## config.mk

```make
export PLATFORM = sky130hd
export DESIGN_NAME = control_sequencer
export DESIGN_NICKNAME = d
export VERILOG_FILES = /design/src/rtl/control_pkg.sv /design/src/rtl/microcode_decoder.sv /design/src/rtl/control_sequencer.sv
export SDC_FILE = /design/constraint.sdc
export NUM_CORES = 1
export LEC_CHECK = 0
export CAP_MARGIN = 20
export CORE_AREA = 2 2 39 41
export CTS_BUF_LIST = sky130_fd_sc_hd__clkbuf_4
export CTS_CLUSTER_SIZE = 12
export DETAILED_ROUTE_END_ITERATION = 16
export DIE_AREA = 0 0 41 43
export PLACE_DENSITY = 0.83
export SLEW_MARGIN = 15
export SYNTH_ARGS = -nofsm -noshare
export SYNTH_HDL_FRONTEND = slang
export SYNTH_SLANG_ARGS = --single-unit
```

## constraint.sdc

```tcl
create_clock -name clk -period 3.3 [get_ports clk]
set_clock_uncertainty 0.1 [all_clocks]
set_input_delay 0.33 -clock clk [delete_from_list [all_inputs] [get_ports clk]]
set_output_delay 0.33 -clock clk [all_outputs]
set_load 0.02 [all_outputs]
```

## src/rtl/control_pkg.sv

```systemverilog
// Shared constants for the microcoded control unit: opcodes, T-states, control-word layout.
// Latency: n/a (package only).
// Backpressure: n/a (package only).
package control_pkg;

    typedef enum logic [3:0] {
        OP_NOP = 4'h0,
        OP_LDA = 4'h1,
        OP_ADD = 4'h2,
        OP_SUB = 4'h3,
        OP_STA = 4'h4,
        OP_LDI = 4'h5,
        OP_JMP = 4'h6,
        OP_JC  = 4'h7,
        OP_JZ  = 4'h8,
        OP_OUT = 4'hE,
        OP_HLT = 4'hF
    } opcode_e;

    typedef enum logic [2:0] {
        T0 = 3'd0,
        T1 = 3'd1,
        T2 = 3'd2,
        T3 = 3'd3,
        T4 = 3'd4
    } step_e;

    localparam int CW_W             = 15;
    localparam int CW_PC_OUT        = 14;
    localparam int CW_PC_ENABLE     = 13;
    localparam int CW_PC_LOAD       = 12;
    localparam int CW_MAR_LOAD      = 11;
    localparam int CW_RAM_OUT       = 10;
    localparam int CW_RAM_LOAD      = 9;
    localparam int CW_LOAD_IR       = 8;
    localparam int CW_OE_IR         = 7;
    localparam int CW_A_LOAD        = 6;
    localparam int CW_A_OUT         = 5;
    localparam int CW_B_LOAD        = 4;
    localparam int CW_ALU_OUT       = 3;
    localparam int CW_ALU_SUB       = 2;
    localparam int CW_FLAGS_LOAD    = 1;
    localparam int CW_OUT_LOAD      = 0;

    localparam logic [2:0] LAST_SHORT = T2;
    localparam logic [2:0] LAST_LDA   = T3;
    localparam logic [2:0] LAST_STA   = T3;
    localparam logic [2:0] LAST_ADD   = T4;
    localparam logic [2:0] LAST_SUB   = T4;

    function automatic logic [2:0] last_step_of(input logic [3:0] op);
        case (op)
            OP_LDA:  return LAST_LDA;
            OP_STA:  return LAST_STA;
            OP_ADD:  return LAST_ADD;
            OP_SUB:  return LAST_SUB;
            default: return LAST_SHORT;
        endcase
    endfunction

endpackage

```

## src/rtl/microcode_decoder.sv

```systemverilog
// Maps {step, opcode, carry, zero} to the control word and an end-of-instruction flag.
// Latency: purely combinational, zero cycles.
// Backpressure: none; output follows inputs every cycle.
module microcode_decoder
    import control_pkg::*;
(
    input  logic [2:0]      step,
    input  logic [3:0]      opcode,
    input  logic            carry,
    input  logic            zero,
    output logic [CW_W-1:0] cw,
    output logic            last_step
);

    always_comb begin
        cw        = '0;
        last_step = 1'b0;
        case (step)
            T0: begin
                cw[CW_PC_OUT]   = 1'b1;
                cw[CW_MAR_LOAD] = 1'b1;
            end
            T1: begin
                cw[CW_RAM_OUT]   = 1'b1;
                cw[CW_LOAD_IR]   = 1'b1;
                cw[CW_PC_ENABLE] = 1'b1;
            end
            T2: begin
                last_step = (step >= last_step_of(opcode));
                case (opcode)
                    OP_LDA, OP_ADD, OP_SUB, OP_STA: begin
                        cw[CW_OE_IR]    = 1'b1;
                        cw[CW_MAR_LOAD] = 1'b1;
                    end
                    OP_LDI: begin
                        cw[CW_OE_IR]  = 1'b1;
                        cw[CW_A_LOAD] = 1'b1;
                    end
                    OP_JMP: begin
                        cw[CW_OE_IR]   = 1'b1;
                        cw[CW_PC_LOAD] = 1'b1;
                    end
                    OP_JC: begin
                        cw[CW_OE_IR]   = 1'b1;
                        cw[CW_PC_LOAD] = carry;
                    end
                    OP_JZ: begin
                        cw[CW_OE_IR]   = 1'b1;
                        cw[CW_PC_LOAD] = zero;
                    end
                    OP_OUT: begin
                        cw[CW_A_OUT]    = 1'b1;
                        cw[CW_OUT_LOAD] = 1'b1;
                    end
                    default: ;
                endcase
            end
            T3: begin
                last_step = (step >= last_step_of(opcode));
                case (opcode)
                    OP_LDA: begin
                        cw[CW_RAM_OUT] = 1'b1;
                        cw[CW_A_LOAD]  = 1'b1;
                    end
                    OP_ADD, OP_SUB: begin
                        cw[CW_RAM_OUT] = 1'b1;
                        cw[CW_B_LOAD]  = 1'b1;
                    end
                    OP_STA: begin
                        cw[CW_A_OUT]    = 1'b1;
                        cw[CW_RAM_LOAD] = 1'b1;
                    end
                    default: ;
                endcase
            end
            T4: begin
                last_step = 1'b1;
                if (opcode == OP_ADD || opcode == OP_SUB) begin
                    cw[CW_ALU_OUT]    = 1'b1;
                    cw[CW_A_LOAD]     = 1'b1;
                    cw[CW_FLAGS_LOAD] = 1'b1;
                    cw[CW_ALU_SUB]    = (opcode == OP_SUB);
                end
            end
            // Unused step encodings emit nothing and send the counter home.
            default: last_step = 1'b1;
        endcase
    end

endmodule

```

## src/rtl/control_sequencer.sv

```systemverilog
// T-state sequencer and halt latch driving all bus strobes from the microcode decoder.
// Latency: strobes are combinational from the registered step; state advances once per clk.
// Backpressure: none; clear and halted force all strobes low.
module control_sequencer
    import control_pkg::*;
#(
    parameter int N = 8
) (
    input  logic           clk,
    input  logic           clear,
    input  logic [N/2-1:0] opcode,
    input  logic           carry_flag,
    input  logic           zero_flag,
    output logic           pc_out,
    output logic           pc_enable,
    output logic           pc_load,
    output logic           mar_load,
    output logic           ram_out,
    output logic           ram_load,
    output logic           load_ir,
    output logic           output_enable_ir,
    output logic           a_load,
    output logic           a_out,
    output logic           b_load,
    output logic           alu_out,
    output logic           alu_sub,
    output logic           flags_load,
    output logic           out_load,
    output logic           halted,
    output logic [2:0]     step
);

    logic [2:0]      step_q;
    logic            halted_q;
    logic [3:0]      dec_opcode;
    logic [CW_W-1:0] cw;
    logic [CW_W-1:0] cw_gated;
    logic            last_step;
    logic            halt_now;

    // Only the 8-bit machine has a defined instruction set; other widths run NOPs.
    generate
        if (N == 8) begin : g_dec8
            assign dec_opcode = opcode;
        end else begin : g_decnop
            assign dec_opcode = OP_NOP;
        end
    endgenerate

    microcode_decoder u_decoder (
        .step      (step_q),
        .opcode    (dec_opcode),
        .carry     (carry_flag),
        .zero      (zero_flag),
        .cw        (cw),
        .last_step (last_step)
    );

    assign halt_now = (step_q == T2) && (dec_opcode == OP_HLT);

    always_ff @(posedge clk) begin
        if (clear) begin
            step_q   <= T0;
            halted_q <= 1'b0;
        end else if (halted_q) begin
            step_q   <= step_q;
        end else if (halt_now) begin
            // Counter parks on T2 so the display shows where HLT stopped.
            halted_q <= 1'b1;
        end else if (last_step) begin
            step_q   <= T0;
        end else begin
            step_q   <= step_q + 3'd1;
        end
    end

    assign cw_gated = (clear || halted_q) ? '0 : cw;

    assign pc_out           = cw_gated[CW_PC_OUT];
    assign pc_enable        = cw_gated[CW_PC_ENABLE];
    assign pc_load          = cw_gated[CW_PC_LOAD];
    assign mar_load         = cw_gated[CW_MAR_LOAD];
    assign ram_out          = cw_gated[CW_RAM_OUT];
    assign ram_load         = cw_gated[CW_RAM_LOAD];
    assign load_ir          = cw_gated[CW_LOAD_IR];
    assign output_enable_ir = cw_gated[CW_OE_IR];
    assign a_load           = cw_gated[CW_A_LOAD];
    assign a_out            = cw_gated[CW_A_OUT];
    assign b_load           = cw_gated[CW_B_LOAD];
    assign alu_out          = cw_gated[CW_ALU_OUT];
    assign alu_sub          = cw_gated[CW_ALU_SUB];
    assign flags_load       = cw_gated[CW_FLAGS_LOAD];
    assign out_load         = cw_gated[CW_OUT_LOAD];
    assign halted           = halted_q;
    assign step             = step_q;

endmodule
```

==> out/metrics.cfg <==
[run_status]
status = finished, final reports clean

[clock_tree]
clock-sinks = 4
cts.reportedPaths.clkPinSlew_ns = 0.03
clkLatencyLatePin_ns = 0.24
root_buffer = clkbuf_4
clockBufferDepth = 2
htreeDepth = 1
cts_setup_buffers = 0
cts_buffers = 3
cts_tree = built
hold_buffers = 0
post_cts_resized = 0

[yosys]
synth_top_area_share_pct = 17.8
synthFlopType = dfxtp_1
synth.ff_latch_count = 4
synth.cells.most_frequent = 8 x ha_1, 7 x nor2_1, 6 x inv_1, 5 x nor3_1
syn_inst = 72
ys_types = 32
synth_most_common_cell = ha_1
synthArstFlopShare_pct = 0
yosysWarnings = 0
seq_area_frac_synth_pct = 14.3
postSynthAreaPerCell_um2 = 7.80
syn-cell-area_um2 = 562
syn-num-nets = 88
synth_area_leaders = ha_1 18%, dfxtp_1 14%, nor2_1 4.7%, nor3_1 4.5%, inv_1 4.0%
synth_edf_count = 0
netlist.top_cell.by_area = ha_1

[flow_run]
cap_violations = 0

[timing]
fmax_mhz = 337
period_needed_ns = 2.97
finalCritPeriodShare_pct = 90.0
rsz0062_at_grt = false
drv_slew = 0
setup_viol = 0
worst_slew_pin_slew_ns = 0.409
holdWs_ns = 0.449
worst_slew_margin_rel_pct = 72.6
setup_tns_ns = 0
hold_viol = 0

[grt]
grt-ovfl-total = 0
grt_use_total_pct = 17.1
grt_max_degree = 11
grt_pass1_wl_um = 2130
grt_antenna_before_repair = 0
grt_pass1_vias = 520

[setup_path]
path_cells = clkdlybuf4s50_1 -> or4b_4 -> nor3_4 -> nor2_1 -> nor3_1 -> clkdlybuf4s50_1
critPathRequiredTime_ns = 2.87
critPathMaxStageDelay_ns = 0.64
crit_path_end_kind = output port
reg2reg_depth = 6
worstPathArrival_ns = 2.54
cpMostUsedCell = clkdlybuf4s50_1
worstSetupPathType = input port to output port
startpoint_type = input port
path_depth = 6
crit_buf_inv = 2
critPathSlowestCell = clkdlybuf4s50_1
cp_max_fo = 8
cp_top_family = buffers and inverters

[placement]
dp_hpwl_um = 1130
place_inst = 110
io_buffers = 26
place.gp.congestion = 0.857

[finish]
area_growth_pct = 49.9
drive_gt1_share_pct = 10.3
nets = 115
n_antenna_cell = 0
layout.cells.non_filler = 113

[pwr]
vdd_drop_max_mv = 0.358
p_leak_nw = 0.329
power_density_nw_per_um2 = 497

[drt]
finalWirelength_um = 1430
vias = 599
ant_nets = 0
firstDrtPassIters = 4
avgRoutedWirePerCell_um = 12.6
post-route-drc-count = 0
drt-initial-drc-count = 5
via_per_inst = 5.30

[die]
die_area_um2 = 1760
design.core.area_um2 = 1380
die_h_um = 43
pin_count = 27
initial_core_util_pct = 40.6
rows = 14
die_w_um = 41

[min_path]
hold_depth = 2
min_path_type = flop to flop

placed cells by master (no fill, tap or decap), types with 2 or more instances in the layout:
master	instances
clkdlybuf4s50_1	26
ha_1	8
nor2_1	7
inv_1	6
nor3_1	5
o21ai_0	4
dfxtp_1	4
and2_1	3
nand2_1	3
clkbuf_4	3
nand3_1	2
nand2b_1	2
a21oi_1	2
nor4b_1	2
and3_1	2
stage by stage:
stage | area (µm²) | power (mW) | utilization (%) | worst slack, ns
final | 842 | 0.419 | 60.8 | 0.331
after global routing | 842 | 0.456 | 60.8 | 0.199
after CTS | 842 | 0.424 | 60.8 | 0.330
after detailed placement | 820 | 0.358 | 59.2 | 0.348
after global placement | 820 | 0.355 | 59.2 | 0.386
after floorplan | 562 | 0.257 | - | 0.777
path summary, 6_finish.rpt:
kind	startpoint	end	slack [ns]
max	clear	a_out	0.33
min	step[0]	step[0]	0.45
max reg2reg	step[0]	step[0]	1.51
min reg2reg	step[0]	step[0]	0.45
sequential cells by signal, indices dropped and copies added (netlist names):
signal  count
step        3
halted      1
final cells by class:
class / count / area (µm²)
Clock buffer: 3 / 22.5
Fill cell: 140 / 542
Inverter: 6 / 22.5
Multi-Input combinational cell: 57 / 429
Sequential cell: 4 / 80.1
Tap cell: 16 / 20.0
Timing Repair Buffer: 27 / 268
power by group:
part           total [mW]  switching [mW]  leakage [nW]  internal (mW)
Clock              0.0615          0.0208        0.0138         0.0407
Sequential         0.0867          0.0244        0.0328         0.0623
Combinational       0.271           0.136         0.282          0.134
Total               0.419           0.181         0.329          0.237
logic make-up (layout without fill, tap and decap cells):
group | Yosys count | after routing | share of synthesized area (%)
AO/OA/AOI/OAI | 12 | 12 | 14.0
buffers and inverters | 11 | 36 | 9.35
adder cells (fa/ha/maj) | 8 | 8 | 17.8
AND/OR/NAND/NOR | 34 | 34 | 39.6
multiplexers | 1 | 1 | 1.78
flip-flops | 4 | 4 | 14.3
XOR/XNOR | 2 | 2 | 3.12
worst reg2reg max path: cells and delay by family (launching register included):
family / cells / cell delay (ns)
AO/OA/AOI/OAI: 3 / 0.66
flip-flops: 1 / 0.40
adder cells (fa/ha/maj): 1 / 0.29
AND/OR/NAND/NOR: 1 / 0.14
buffers and inverters: 1 / 0.11
layer usage:
layer / global-route usage (%) / share of wire (%) / up-vias
met4: 8.00 / 1.3 / 0
li1: - / - / 308
met1: 20.4 / 43 / 266
met3: 0 / 7.6 / 2
met2: 29.7 / 48 / 23
met5: 0 / 0 / -
Power figures use the tool's default switching activity.
